**src/rtl/dap_sclk_pkg.sv**
```systemverilog
// Shared definitions for the DAP SCLK burst generator: register map, bit indices, FSM states.
package dap_sclk_pkg;

  localparam logic [3:0] RegCr     = 4'h0;
  localparam logic [3:0] RegTiming = 4'h4;
  localparam logic [3:0] RegBurst  = 4'h8;
  localparam logic [3:0] RegSr     = 4'hC;

  localparam int unsigned CrCen       = 0;
  localparam int unsigned CrCpol      = 1;
  localparam int unsigned CrMode      = 2;
  localparam int unsigned CrStart     = 8;
  localparam int unsigned SrBusy      = 0;
  localparam int unsigned SrDone      = 1;
  localparam int unsigned TimDelayLsb = 16;

  typedef logic [1:0] state_t;
  localparam state_t StIdle  = 2'd0;
  localparam state_t StHalfA = 2'd1;
  localparam state_t StHalfB = 2'd2;

endpackage

```
**src/rtl/dap_pulse_delay.sv**
```systemverilog
// Delays a single-cycle pulse by a selectable number of clk cycles (tap 0 = no delay).
module dap_pulse_delay #(
  parameter int unsigned Depth = 8
) (
  input  logic                     clk_i,
  input  logic                     clear_i,
  input  logic                     pulse_i,
  input  logic [$clog2(Depth)-1:0] tap_i,
  output logic                     pulse_o
);

  logic [Depth-2:0] shift_q;
  logic [Depth-1:0] taps;

  assign taps = {shift_q, pulse_i};

  always_ff @(posedge clk_i) begin
    if (clear_i) begin
      shift_q <= '0;
    end else begin
      shift_q <= taps[Depth-2:0];
    end
  end

  assign pulse_o = taps[tap_i];

endmodule

```
**src/rtl/dap_sclk_burst_gen.sv**
```systemverilog
// DAP probe SCLK generator: AHB register file, half-period divider, free-run/burst FSM and
// launch/sample reference pulses, all in the clk domain.
module dap_sclk_burst_gen
  import dap_sclk_pkg::*;
#(
  parameter int unsigned          ADDRWIDTH   = 12,
  parameter logic [ADDRWIDTH-1:0] BASE_ADDR   = '0,
  parameter int unsigned          DIV_WIDTH   = 16,
  parameter int unsigned          CNT_WIDTH   = 16,
  parameter int unsigned          DELAY_DEPTH = 8
) (
  input  logic                 clk,
  input  logic                 reset,
  input  logic                 ahb_write_en,
  input  logic                 ahb_read_en,
  input  logic [ADDRWIDTH-1:0] ahb_addr,
  input  logic [31:0]          ahb_wdata,
  input  logic [3:0]           ahb_byte_strobe,
  output logic [31:0]          ahb_rdata,
  input  logic                 ext_start,
  output logic                 sclk_out,
  output logic                 sclk_pulse,
  output logic                 sclk_delay_pulse,
  output logic                 busy,
  output logic                 done_irq
);

  localparam int unsigned DelayW = $clog2(DELAY_DEPTH);

  logic                 cen_q, cen_d, cpol_q, cpol_d, mode_q, mode_d, done_q, done_d;
  logic [DIV_WIDTH-1:0] div_q, div_d, cnt_q, cnt_d;
  logic [DelayW-1:0]    delay_q, delay_d;
  logic [CNT_WIDTH-1:0] burst_q, burst_d, rem_q, rem_d;
  state_t               state_q, state_d;

  // Offset with a borrow bit so addresses below BASE_ADDR never alias into the block.
  logic [ADDRWIDTH:0] offset;
  logic               in_blk;
  logic [3:0]         reg_sel;
  logic               sel_cr, sel_tim, sel_burst, sel_sr;

  assign offset    = {1'b0, ahb_addr} - {1'b0, BASE_ADDR};
  assign in_blk    = !offset[ADDRWIDTH] && (offset[ADDRWIDTH-1:4] == '0);
  assign reg_sel   = {offset[3:2], 2'b00};
  assign sel_cr    = in_blk && (reg_sel == RegCr);
  assign sel_tim   = in_blk && (reg_sel == RegTiming);
  assign sel_burst = in_blk && (reg_sel == RegBurst);
  assign sel_sr    = in_blk && (reg_sel == RegSr);

  logic [31:0] cr_img, tim_img, burst_img, sr_img, wmask, cr_new, tim_new, burst_new;
  logic        wr_cr, wr_tim, wr_burst, start_wr, done_clr, start, stop, finish;
  logic        unused_bits;

  always_comb begin
    cr_img                            = '0;
    cr_img[CrCen]                     = cen_q;
    cr_img[CrCpol]                    = cpol_q;
    cr_img[CrMode]                    = mode_q;
    tim_img                           = '0;
    tim_img[DIV_WIDTH-1:0]            = div_q;
    tim_img[TimDelayLsb +: DelayW]    = delay_q;
    burst_img                         = '0;
    burst_img[CNT_WIDTH-1:0]          = burst_q;
    sr_img                            = '0;
    sr_img[SrBusy]                    = busy;
    sr_img[SrDone]                    = done_q;
  end

  assign wmask     = {{8{ahb_byte_strobe[3]}}, {8{ahb_byte_strobe[2]}},
                      {8{ahb_byte_strobe[1]}}, {8{ahb_byte_strobe[0]}}};
  assign cr_new    = (cr_img & ~wmask) | (ahb_wdata & wmask);
  assign tim_new   = (tim_img & ~wmask) | (ahb_wdata & wmask);
  assign burst_new = (burst_img & ~wmask) | (ahb_wdata & wmask);

  assign wr_cr     = ahb_write_en && sel_cr;
  assign wr_tim    = ahb_write_en && sel_tim && !busy;
  assign wr_burst  = ahb_write_en && sel_burst && !busy;
  assign start_wr  = wr_cr && ahb_byte_strobe[1] && ahb_wdata[CrStart];
  assign done_clr  = ahb_write_en && sel_sr && ahb_byte_strobe[0] && ahb_wdata[SrDone];

  assign unused_bits = ^{cr_new, tim_new, burst_new, offset[1:0]};

  always_comb begin
    cen_d   = wr_cr ? cr_new[CrCen] : cen_q;
    cpol_d  = (wr_cr && !busy) ? cr_new[CrCpol] : cpol_q;
    mode_d  = (wr_cr && !busy) ? cr_new[CrMode] : mode_q;
    div_d   = wr_tim ? tim_new[DIV_WIDTH-1:0] : div_q;
    delay_d = wr_tim ? tim_new[TimDelayLsb +: DelayW] : delay_q;
    burst_d = wr_burst ? burst_new[CNT_WIDTH-1:0] : burst_q;
  end

  assign busy  = (state_q != StIdle);
  assign start = !busy && cen_d && (mode_d ? (start_wr || ext_start) : !cen_q);
  assign stop  = busy && !cen_d;

  always_comb begin
    state_d = state_q;
    cnt_d   = cnt_q;
    rem_d   = rem_q;
    finish  = 1'b0;
    case (state_q)
      StIdle: begin
        if (start) begin
          state_d = StHalfA;
          cnt_d   = '0;
          rem_d   = burst_q;
        end
      end
      StHalfA: begin
        if (mode_q && (rem_q == '0)) begin
          state_d = StIdle;
          finish  = 1'b1;
        end else if (cnt_q == div_q) begin
          state_d = StHalfB;
          cnt_d   = '0;
        end else begin
          cnt_d = cnt_q + DIV_WIDTH'(1);
        end
      end
      StHalfB: begin
        if (cnt_q == div_q) begin
          cnt_d   = '0;
          state_d = StHalfA;
          if (mode_q) begin
            rem_d = rem_q - CNT_WIDTH'(1);
            if (rem_q == CNT_WIDTH'(1)) begin
              state_d = StIdle;
              finish  = 1'b1;
            end
          end
        end else begin
          cnt_d = cnt_q + DIV_WIDTH'(1);
        end
      end
      default: state_d = StIdle;
    endcase
    // Disabling mid-run aborts without reporting completion.
    if (stop) begin
      state_d = StIdle;
      cnt_d   = '0;
      finish  = 1'b0;
    end
  end

  always_comb begin
    done_d = done_q;
    if (done_clr) done_d = 1'b0;
    if (finish)   done_d = 1'b1;
  end

  always_ff @(posedge clk) begin
    if (reset) begin
      cen_q   <= 1'b0;
      cpol_q  <= 1'b0;
      mode_q  <= 1'b0;
      done_q  <= 1'b0;
      div_q   <= '0;
      delay_q <= '0;
      burst_q <= '0;
      cnt_q   <= '0;
      rem_q   <= '0;
      state_q <= StIdle;
    end else begin
      cen_q   <= cen_d;
      cpol_q  <= cpol_d;
      mode_q  <= mode_d;
      done_q  <= done_d;
      div_q   <= div_d;
      delay_q <= delay_d;
      burst_q <= burst_d;
      cnt_q   <= cnt_d;
      rem_q   <= rem_d;
      state_q <= state_d;
    end
  end

  assign sclk_out   = cpol_q ^ (state_q == StHalfB);
  assign sclk_pulse = (state_q == StHalfA) && (cnt_q == div_q) && !(mode_q && (rem_q == '0));
  assign done_irq   = done_q;

  dap_pulse_delay #(
    .Depth (DELAY_DEPTH)
  ) u_pulse_delay (
    .clk_i   (clk),
    .clear_i (reset || stop),
    .pulse_i (sclk_pulse),
    .tap_i   (delay_q),
    .pulse_o (sclk_delay_pulse)
  );

  always_comb begin
    ahb_rdata = '0;
    if (ahb_read_en) begin
      if (sel_cr)         ahb_rdata = cr_img;
      else if (sel_tim)   ahb_rdata = tim_img;
      else if (sel_burst) ahb_rdata = burst_img;
      else if (sel_sr)    ahb_rdata = sr_img;
    end
  end

endmodule

```
**config.mk**
```make
export PLATFORM = sky130hd
export DESIGN_NAME = dap_sclk_burst_gen
export DESIGN_NICKNAME = d
export VERILOG_FILES = /design/src/rtl/dap_sclk_pkg.sv /design/src/rtl/dap_pulse_delay.sv /design/src/rtl/dap_sclk_burst_gen.sv
export SDC_FILE = /design/constraint.sdc
export NUM_CORES = 1
export LEC_CHECK = 0
export ABC_AREA = 1
export CAP_MARGIN = 20
export CORE_AREA = 2 2 103 105
export CTS_BUF_LIST = sky130_fd_sc_hd__clkbuf_8
export DETAILED_ROUTE_END_ITERATION = 8
export DIE_AREA = 0 0 105 107
export GPL_TIMING_DRIVEN = 0
export HOLD_SLACK_MARGIN = 0.03
export PLACE_DENSITY = 0.86
export SYNTH_ARGS = -nofsm -noshare
export SYNTH_HDL_FRONTEND = slang
export SYNTH_SLANG_ARGS = --single-unit
```
**constraint.sdc**
```tcl
create_clock -name clk -period 2 [get_ports clk]
set_input_delay 0.4 -clock clk [delete_from_list [all_inputs] [get_ports clk]]
set_output_delay 0.4 -clock clk [all_outputs]
set_load 0.1 [all_outputs]
```
## Word level (Yosys, flattened, before mapping)

Index checks and enable logic that the tools add are counted.

| storage, ports and cells | value |
|---|---|
| flip-flop bits (word level) | 80 |
| input port bits | 53 |

| operators by class | value |
|---|---|
| $add $sub $neg | 2 |
| $lt $le $gt $ge | 1 |
| eq/ne operators | 12 |
| muxes and demuxes | 33 |
| bitwise gates (word level) | 9 |
| reductions and logical operators | 39 |

Operators by type and width:

| operator | count |
|---|---|
| 2-to-1 mux 16 bit | 7 |
| 2-to-1 mux 19 bit | 3 |
| one-hot mux 16 bit (3 select lines) | 1 |
| bitwise AND 19 bit | 2 |
| one-hot mux 16 bit (2 select lines) | 1 |
| logical AND 1 bit | 21 |
| NOT 19 bit | 1 |
| OR 19 bit | 1 |
| adder 16 x 1 -> 16 bit (second input constant) | 1 |
| bitwise AND 16 bit | 1 |
| equality test 16 x 1 -> 1 bit (second input constant) | 1 |
| equality test 16 bit | 1 |
| zero test 16 bit | 1 |
| OR 16 bit | 1 |
| subtractor 16 x 1 -> 16 bit (second input constant) | 1 |
| 2-to-1 mux 1 bit | 13 |
| 2-to-1 mux 2 bit | 5 |
| zero test 8 bit | 1 |
| equality test 2 bit (second input constant) | 3 |
| inequality test 2 bit (second input constant) | 3 |
| one-hot mux 2 bit (3 select lines) | 1 |
| AND reduction 3 bit | 2 |
| nonzero test 2 bit | 3 |
| equality test 2 x 1 -> 1 bit (second input constant) | 2 |
| 15 further kinds | 19 |

## Depth between registers and ports, before layout

Gate-level depths: netlist of run 1.

| logic depth | value |
|---|---|
| depth after elaboration | 10 |
| gate-level depth with buffers | 15 |
| depth with buffers taken out | 14 |

## By module

From an unflattened synthesis of run 1, not the netlist that was laid out.

| second synthesis, totals | value |
|---|---|
| cell total of the unflattened synthesis | 798 |
| area total of the unflattened synthesis | 4982.3 um^2 |

By module, submodules not included:

| module | times used | cells each | area an instance (um^2) | seq. area each (um^2) |
|---|---|---|---|---|
| dap_sclk_burst_gen | 1 | 756 | 4705.8 | 1461.4 |
| dap_pulse_delay | 1 | 42 | 276.5 | 140.1 |

## Least setup slack after synthesis of run 1

Ideal clock, no wire load.

| path | value |
|---|---|
| path type | reg-to-output |
| start point | register cnt_q[2] |
| end point | output sclk_delay_pulse |
| data arrival time | 3880 ps |
| data required time | 1600 ps |
| slack | -2280 ps |
| cell stages (with the launch flop) | 11 |
| path through | dfxtp_1 inv_2 nand2_1 nand2_1 a21oi_1 nand2_1 nor2_1 nand2_1 nor2_1 o21ai_0 a21oi_1 |

| on the way | value |
|---|---|
| longest elaborated chain between the ends | 5 |

Ends and longest elaborated chain:

| item | line | RTL |
|---|---|---|
| start: declaration | dap_sclk_burst_gen.sv:31 | `logic [DIV_WIDTH-1:0] div_q, div_d, cnt_q, cnt_d;` |
| start signal: assignment | dap_sclk_burst_gen.sv:171 | `cnt_q <= cnt_d;` |
| equality test 16 bit | dap_sclk_burst_gen.sv:178 | `assign sclk_pulse = (state_q == StHalfA) && (cnt_q == div_q) && !(mode_q && (rem_q == '0));` |
| logical AND 1 bit (2 in a row) | dap_sclk_burst_gen.sv:178 |  |
| via sclk_pulse | dap_sclk_burst_gen.sv:22 | `output logic sclk_pulse,` |
| binary-select mux 1 bit (select 3 bit) | dap_pulse_delay.sv:25 | `assign pulse_o = taps[tap_i];` |
| 2-to-1 mux 1 bit (implied by the code) | dap_pulse_delay.sv:25 |  |
| end: declaration | dap_sclk_burst_gen.sv:23 | `output logic sclk_delay_pulse,` |

The timed path passes the listed nets, and every way through them passes these cells. The select of a mux whose other input is x is not followed.

==> impl_summary.log, run 1 <==
INFO  metric run_status = finished with violations
INFO  metric violations = setup timing
INFO  metric leakage = 3.32 nW
INFO  metric grtUsageTotal = 0.324
INFO  metric grt-ovfl-total = 0
INFO  metric worst_hold_path.num_cells = 2
INFO  metric final-hold-violation-count = 0
INFO  metric grt_antenna_before_repair = 0
INFO  metric critical_path.max_fanout = 3
INFO  metric crit_path_top_delay_cell = dfxtp_2
INFO  metric area.growth.synth_to_final = 57.1%
INFO  metric share_of_synthesized_area_occupied_by_flip_flops_and_latches = 0.322
INFO  metric layout.filler_cells = 579
INFO  metric postRouteAntennaNets = 0
INFO  metric min_period_over_period = 1.32
INFO  metric hpwlAfterDp = 11300 um
INFO  metric postCtsHoldBufs = 0
INFO  metric period_needed = 2640 ps
INFO  metric per_cell_routed_wire_length = 22.8 um
INFO  metric dr.pass1.iters = 8
INFO  metric ir_drop = 1.19 mV
INFO  metric synth_area_per_cell = 6.40 um^2
INFO  metric register_clock_pin_slew_on_the_reported_worst_setup_and_hold_paths = 100 ps
INFO  metric critical_path_sink_type = output pin
INFO  metric setup_violations = 62
INFO  metric antenna_cells_inserted = 0
INFO  metric finClkSkew = 16.3 ps
INFO  metric finish.net_count = 980
INFO  metric final_cell_mix = nand2_1, nor2_1, inv_1, buf_4, dfxtp_1
INFO  metric ys_seq_elements = 80
INFO  metric crit_arrival = 2240 ps
INFO  metric die-width = 105 um
INFO  metric tritoncts = built
INFO  metric insertion_delay = 390 ps
INFO  metric timing.critical_path.mode_cell = nand2_1
INFO  metric grt_pass1_wl = 28900 um
INFO  metric hold_path.startpoint = u_pulse_delay.shift_q[2]
INFO  metric first_global_vias = 5728
INFO  metric netSwitchingFraction = 0.471
INFO  metric synth_xor_xnor_area_share = 0.0352
INFO  metric cellInternalPower = 3.77 mW
INFO  metric number_of_unique_standard_cell_types_used_by_synthesis = 37
INFO  metric reg2reg_depth = 14
INFO  metric core.rowCount = 37
INFO  metric routed-wl-met2 = 10800 um
INFO  metric number_of_enable_type_register_cells_in_the_synthesized_netlist = 0
INFO  metric multi_input_area = 3650 um^2
INFO  metric timing_worst_setup_path_type = reg2out
INFO  metric synth_area = 4980 um^2
INFO  metric critical_path.reg2reg.endpoint = rem_q[1]
INFO  metric grt_max_degree = 20
INFO  metric timing.fmax = 0.379 GHz
INFO  metric vias = 6567
INFO  metric setup_repair_after_global_routing_missed_its_margin = true
INFO  metric synthesis.yosys.warnings = 0
INFO  metric synth_simple_gate_area_share = 0.353
INFO  metric r2r_setup_slack = -210 ps
INFO  metric critical_path.cell_chain = inv_1 > nand2_1 > nand2_1 > nor2_1 > nand2_1 > nor2_2 > nand2_2 > nor2_4 > o21ai_2 > a21oi_4 > buf_12
INFO  metric post-route-util = 0.775
INFO  metric main_combinational_cell_family_by_area_after_synthesis = simple AND/OR/NAND/NOR gates
INFO  metric share_of_final_layout_standard_cells_stronger_than_drive_strength_1 = 0.357
INFO  metric muxShareOfSynthArea = 0
INFO  metric synth_compound_area_frac = 0.156
INFO  metric floorplan.initialDensity = 0.493
INFO  metric coreArea = 10100 um^2
INFO  metric async_flop_share = 0
INFO  metric min_path_type = reg2reg
INFO  metric p_per_area = 911 nW/um^2
INFO  metric cts_made_buffers = 9
INFO  metric routedLengthMet1 = 8100 um
INFO  metric adder_cell_share_of_the_synthesized_area = 0.0201
INFO  metric vias_per_cell = 6.20
INFO  metric cts.sinks = 80
INFO  metric proportion_of_power_drawn_by_the_clock_network = 0.175
INFO  metric delay_of_the_slowest_cell_on_the_worst_path = 390 ps
INFO  metric power_switching = 3.36 mW
INFO  metric total_power = 7.12 mW
INFO  metric cts-root-buf = clkbuf_8
INFO  metric seq_power_share = 0.284
INFO  metric slew_headroom = 0.483
INFO  metric worstPathRequired = 1600 ps
INFO  metric worst-slew-pin-transition = 776 ps
INFO  metric yosys_most_used_dff = dfxtp_1
INFO  metric floorplan.io_pins = 90
INFO  metric setup.worst_path.start_class = register
INFO  metric min_to = u_pulse_delay.shift_q[3]
INFO  metric maxCapViolations = 0
INFO  metric wl = 24200 um
INFO  metric place.gp.congestion = 0.962
INFO  metric regArea = 1690 um^2
INFO  metric remaining_drc_errors = 0
INFO  metric synthesis.instances = 778
INFO  metric placement.io_buffers = 59
INFO  metric detailroute.wirelength.met3 = 3060 um
INFO  metric drt_iter0_drc = 964
INFO  metric most_common_cell_after_layout_fill_and_taps_aside = nand2_1
INFO  metric p_comb_frac = 0.541
INFO  metric final_max_slew_viol_count = 0
INFO  metric area_of_the_die = 11200 um^2
INFO  metric cts_buffer_depth = 2
INFO  metric chipHeight = 107 um
INFO  metric clock_tree.htree_level_count = 3
INFO  metric highest_layer = met4
INFO  metric fin_ws = -640 ps
## through the flow
| step | std cells | hold slack (ps) | setup WS (ps) | area [um^2] | TNS (ps) |
|---|---|---|---|---|---|
| 2_1_floorplan | 790 | 408 | -492 | 5390 | -6160 |
| 3_3_place_gp | 985 | 417 | -1760 | 6150 | -63490 |
| 3_5_place_dp | 985 | 422 | -1780 | 6150 | -66050 |
| 4_1_cts | 1030 | 435 | -312 | 7120 | -3300 |
| 5_1_grt | 1060 | 463 | -589 | 7820 | -16370 |
| 6_report | 1060 | 435 | -640 | 7820 | -12580 |
## repair_timing
action                                  4_1_cts  5_1_grt
cloned                                        4        6
gates resized for setup                     340      121
buffers inserted                             26       25
endpoints found under the setup margin       77       64
pin swaps                                    34       59
## cell usage after synthesis (7+ instances only)
library cell | instances | area share
nand2_1 | 183 | 0.14
nor2_1 | 140 | 0.11
dfxtp_1 | 80 | 0.32
inv_1 | 79 | 0.060
a21oi_1 | 57 | 0.057
nand3_1 | 46 | 0.046
a211oi_1 | 31 | 0.047
o21ai_0 | 28 | 0.028
xor2_1 | 20 | 0.035
buf_4 | 15 | 0.023
clkbuf_1 | 15 | 0.011
nor3_1 | 9 | 0.0090
buf_2 | 8 | 0.0080
ha_1 | 8 | 0.020
inv_2 | 7 | 0.0053
nand4_1 | 7 | 0.0088
## cells by family after synthesis
logic type	count (synthesis)
flip-flops	80
other	1
AO/OA/AOI/OAI	130
XOR/XNOR	20
AND/OR/NAND/NOR	412
buffers and inverters	127
adder cells (fa/ha/maj)	8
## area by class of cell
class	count	share of cell area
clock buffers	9	0.0158
clock inverters	7	0.00832
plain buffers	40	0.0469
multi-input cells	586	0.467
flip-flops and latches	80	0.216
well taps	136	0.0218
repair buffers	116	0.178
inverters	86	0.0466
## power groups by stage
stage	clock network [mW]	registers, mW	logic (mW)
floorplan	0	1.94	2.00
global placement	0	1.99	2.54
detailed placement	0	2.00	2.58
CTS	1.20	1.97	2.91
global route	1.29	2.03	4.04
finish	1.25	2.02	3.85
## how the worst max path moves through the flow
stage                     slack, ps                to         from
after CTS                      -310  sclk_delay_pulse     rem_q[5]
final                          -640  sclk_delay_pulse     register
after global placement        -1760      ahb_rdata[9]  ahb_addr[7]
after global routing           -590  sclk_delay_pulse     register
after floorplan                -490  sclk_delay_pulse     cnt_q[4]
after detailed placement      -1780      ahb_rdata[9]  ahb_addr[7]
## metal layers
| metal | track usage | vias up |
|---|---|---|
| li1 | - | 2763 |
| met1 | 0.365 | 2990 |
| met2 | 0.561 | 589 |
| met3 | 0.0821 | 225 |
| met4 | 0.177 | 0 |
| met5 | 0 | - |
## worst max-delay path, delay by kind of cell, from the launching register on
kind,cells,cell delay [ps]
AND/OR/NAND/NOR,7,900
flip-flops,1,390
AO/OA/AOI/OAI,2,290
buffers and inverters,2,270
(Power assumes the default switching activity.)
==> run 2, diff against run 1 <==
--- a/config.mk
+++ b/config.mk
@@ -5,15 +5,14 @@
 export SDC_FILE = /design/constraint.sdc
 export NUM_CORES = 1
 export LEC_CHECK = 0
-export ABC_AREA = 1
 export CAP_MARGIN = 20
-export CORE_AREA = 2 2 103 105
+export CORE_AREA = 2 2 101 103
 export CTS_BUF_LIST = sky130_fd_sc_hd__clkbuf_8
 export DETAILED_ROUTE_END_ITERATION = 8
-export DIE_AREA = 0 0 105 107
+export DIE_AREA = 0 0 103 105
 export GPL_TIMING_DRIVEN = 0
 export HOLD_SLACK_MARGIN = 0.03
-export PLACE_DENSITY = 0.86
+export PLACE_DENSITY = 0.84
 export SYNTH_ARGS = -nofsm -noshare
 export SYNTH_HDL_FRONTEND = slang
 export SYNTH_SLANG_ARGS = --single-unit
==> run 2 against run 1 <==
Synthesized cell count down 29%. The run still ends with setup timing left. Power down 36%. Utilization up 6.3 points. Clock power up 21%. Count of clock-buffer cells in the layout unchanged. Largest cell class unchanged. First-iteration DRC count down 18%. Hold slack better by 51 ps. Die area down 3.7%. Combinational power down 63%. Via count down 6.7%. Register-to-register slack worse by 450 ps. Largest power group is now sequential cells.
==> impl_summary.log, run 2 <==
INFO  metric run_status = finished with violations (unchanged)
INFO  metric violations = setup timing (unchanged)
INFO  metric drt_iter0_drc = 795 (was 964)
INFO  metric grt_pass1_wl = 30200 um (was 28900 um)
INFO  metric worst_path_dominant_cell_family = multiplexers (was simple AND/OR/NAND/NOR gates)
INFO  metric cts.sinks = 80 (unchanged)
INFO  metric placement.io_buffers = 60 (was 59)
INFO  metric post-synth-top-area-fraction = 0.347 (was 0.322)
INFO  metric finish.net_count = 777 (was 980)
INFO  metric regArea = 1670 um^2 (was 1690 um^2)
INFO  metric layout.filler_cells = 447 (was 579)
INFO  metric setup_violations = 78 (was 62)
INFO  metric p_comb_frac = 0.311 (was 0.541)
INFO  metric ys_seq_elements = 80 (unchanged)
INFO  metric worstPathRequired = 1600 ps (about the same)
INFO  metric synth_area_per_cell = 8.41 um^2 (was 6.40 um^2)
INFO  metric worst-slew-pin-transition = 963 ps (was 776 ps)
INFO  metric floorplan.initialDensity = 0.479 (was 0.493)
INFO  metric delay_of_the_slowest_cell_on_the_worst_path = 450 ps (was 390 ps)
INFO  metric synthesis.yosys.warnings = 0 (unchanged)
INFO  metric proportion_of_power_drawn_by_the_clock_network = 0.332 (was 0.175)
INFO  metric yosys_most_used_dff = dfxtp_1 (unchanged)
INFO  metric netSwitchingFraction = 0.339 (was 0.471)
INFO  metric share_of_synthesized_area_occupied_by_flip_flops_and_latches = 0.347 (was 0.322)
INFO  metric synth_area = 4620 um^2 (was 4980 um^2)
INFO  metric final_max_slew_viol_count = 0 (unchanged)
INFO  metric synth.top_cells.by_area = dfxtp_1, mux2i_1, nor2_1 (was dfxtp_1, nand2_1, nor2_1)
INFO  metric critical_path_sink_type = output pin (unchanged)
INFO  metric chipHeight = 105 um (was 107 um)
INFO  metric register_clock_pin_slew_on_the_reported_worst_setup_and_hold_paths = 100 ps (about the same)
INFO  metric final-hold-violation-count = 0 (unchanged)
INFO  metric number_of_unique_standard_cell_types_used_by_synthesis = 64 (was 37)
INFO  metric cts-root-buf = clkbuf_8 (unchanged)
INFO  metric most_common_cell_after_layout_fill_and_taps_aside = buf_4 (was nand2_1)
INFO  metric postRouteAntennaNets = 0 (unchanged)
INFO  metric crit_arrival = 2500 ps (was 2240 ps)
INFO  metric ys_top_cells_by_count = nor2_1, dfxtp_1, mux2i_1, clkbuf_1, nand2_1 (was nand2_1, nor2_1, dfxtp_1, inv_1, a21oi_1)
INFO  metric min_period_over_period = 1.45 (was 1.32)
INFO  metric core.rowCount = 36 (was 37)
INFO  metric async_flop_share = 0 (unchanged)
INFO  metric cts_made_buffers = 9 (unchanged)
INFO  metric share_of_final_layout_standard_cells_stronger_than_drive_strength_1 = 0.504 (was 0.357)
INFO  metric die-width = 103 um (was 105 um)
INFO  metric setup_repair_after_global_routing_missed_its_margin = true (unchanged)
INFO  metric yosys.cell_count.top_type = nor2_1 (was nand2_1)
INFO  metric period_needed = 2900 ps (was 2640 ps)
INFO  metric multi_input_area = 3800 um^2 (was 3650 um^2)
INFO  metric leakage = 3.18 nW (was 3.32 nW)
INFO  metric first_global_vias = 5320 (was 5728)
INFO  metric insertion_delay = 380 ps (was 390 ps)
INFO  metric setup.worst_path.start_class = register (unchanged)
INFO  metric vias_per_cell = 7.18 (was 6.20)
INFO  metric postCtsHoldBufs = 0 (unchanged)
INFO  metric fin_ws = -900 ps (was -640 ps)
INFO  metric finClkSkew = 19.6 ps (was 16.3 ps)
INFO  metric min_path_type = reg2reg (unchanged)
INFO  metric tritoncts = built (unchanged)
INFO  metric hpwlAfterDp = 11400 um (was 11300 um)
INFO  metric area_of_the_die = 10800 um^2 (was 11200 um^2)
INFO  metric hold_path.startpoint = u_pulse_delay.shift_q[4] (was u_pulse_delay.shift_q[2])
INFO  metric maxCapViolations = 0 (unchanged)
INFO  metric netlist.top_cell.by_area = dfxtp_1 (unchanged)
INFO  metric clock_tree.htree_level_count = 3 (unchanged)
INFO  metric ir_drop = 0.428 mV (was 1.19 mV)
INFO  metric remaining_drc_errors = 0 (unchanged)
INFO  metric grtUsageTotal = 0.364 (was 0.324)
INFO  metric place.gp.congestion = 0.954 (was 0.962)
INFO  metric coreArea = 9640 um^2 (was 10100 um^2)
INFO  metric crit_path_top_delay_cell = mux4_2 (was dfxtp_2)
INFO  metric grt_max_degree = 14 (was 20)
INFO  metric critical_path.max_fanout = 5 (was 3)
INFO  metric final_cell_mix = buf_4, nor2_1, dfxtp_1, mux2i_1, buf_12 (was nand2_1, nor2_1, inv_1, buf_4, dfxtp_1)
INFO  metric slew_headroom = 0.361 (was 0.483)
INFO  metric critPathLaunch = rem_q[0]
INFO  metric vias = 6125 (was 6567)
INFO  metric seq_power_share = 0.357 (was 0.284)
INFO  metric cts_buffer_depth = 2 (unchanged)
INFO  metric synthesis.instances = 549 (was 778)
INFO  metric critical_path.cell_chain = inv_2 > ha_1 > nand3_2 > o21ai_2 > nor2_4 > mux4_2 > mux2_4 > buf_12 (was inv_1 > nand2_1 > nand2_1 > nor2_1 > nand2_1 > nor2_2 > nand2_2 > nor2_4 > o21ai_2 > a21oi_4 > buf_12)
INFO  metric wl = 25000 um (was 24200 um)
INFO  metric p_per_area = 564 nW/um^2 (was 911 nW/um^2)
INFO  metric timing_worst_setup_path_type = reg2out (unchanged)
INFO  metric number_of_enable_type_register_cells_in_the_synthesized_netlist = 0 (unchanged)
INFO  metric worst_r2r_startpoint = state_q[0]
INFO  metric total_power = 4.55 mW (was 7.12 mW)
INFO  metric per_cell_routed_wire_length = 29.3 um (was 22.8 um)
INFO  metric power_switching = 1.54 mW (was 3.36 mW)
INFO  metric timing.fmax = 0.345 GHz (was 0.379 GHz)
INFO  metric area.growth.synth_to_final = 74.8% (was 57.1%)
INFO  metric antenna_cells_inserted = 0 (unchanged)
INFO  metric grt-ovfl-total = 0 (unchanged)
INFO  metric grt_antenna_before_repair = 0 (unchanged)
INFO  metric dr.pass1.iters = 8 (unchanged)
INFO  metric holdWs = 485 ps (was 435 ps)
INFO  metric cellInternalPower = 3.01 mW (was 3.77 mW)
INFO  metric floorplan.io_pins = 90 (unchanged)
INFO  metric critPathBufInv = 2 (unchanged)
==> run 2: final timing paths <==
check / cells after the start / end / slack [ps]
worst max-delay path: 8 / sclk_delay_pulse / -900
worst min-delay path: 1 / u_pulse_delay.shift_q[5] / 490
worst max register to register: 11 / cnt_q[10] / -660
worst min register to register: 1 / u_pulse_delay.shift_q[5] / 490
==> run 2: timing repair <==
action,in CTS,in global routing
buffers inserted,39,45
cloned,6,2
endpoints found under the hold margin,0,0
endpoints found under the setup margin,104,104
gates resized for setup,369,149
pin swaps,31,52
==> run 2: routing by layer <==
metal	track usage	up-vias	part of all wire
met2	0.571	620	0.45
met5	0	-	0
met3	0.0702	255	0.12
met1	0.463	2885	0.34
li1	-	2365	-
met4	0.198	0	0.085
==> run 2: cells by family (layout without fill, tap and decap cells) <==
logic type                 Yosys count  count (layout)  share of synthesized area
AOI/OAI and AO/OA                  136             136                      0.215
xor gates and xnor gates            17              17                     0.0322
adders and majority gates            8               8                     0.0217
buffers and inverters               59             218                     0.0607
DFF                                 80              80                      0.347
muxes                               39              39                     0.0930
other                                1              13                   0.000812
and+or+nand+nor                    209             209                      0.230
==> run 2: power groups by stage <==
stage                     sequential (mW)  clock, mW  combinational [mW]
after floorplan                      1.66          0               0.545
final                                1.62       1.51                1.42
after detailed placement             1.66          0               0.773
after global placement               1.66          0               0.765
after global routing                 1.62       1.54                1.43
after CTS                            1.62       1.43               0.985
==> run 2: area by class of cell <==
class,count,share of cell area
buffer,42,0.0588
clock buffer,9,0.0153
clock inverter,6,0.0135
inverter,12,0.00713
multi-input combinational,422,0.471
sequential,80,0.207
tap,133,0.0206
timing repair buffer,149,0.206
==> run 2: stage by stage <==
| stage | instance area [um^2] | TNS (ps) | std cells | setup slack [ps] | utilization |
|---|---|---|---|---|---|
| floorplan | 5110 | -20900 | 561 | -840 | - |
| global placement | 5880 | -105080 | 754 | -1840 | 0.610 |
| detailed placement | 5880 | -111340 | 755 | -1960 | 0.610 |
| CTS | 7160 | -23100 | 813 | -783 | 0.742 |
| global route | 8070 | -28120 | 853 | -936 | 0.837 |
| finish | 8070 | -28170 | 853 | -900 | 0.837 |
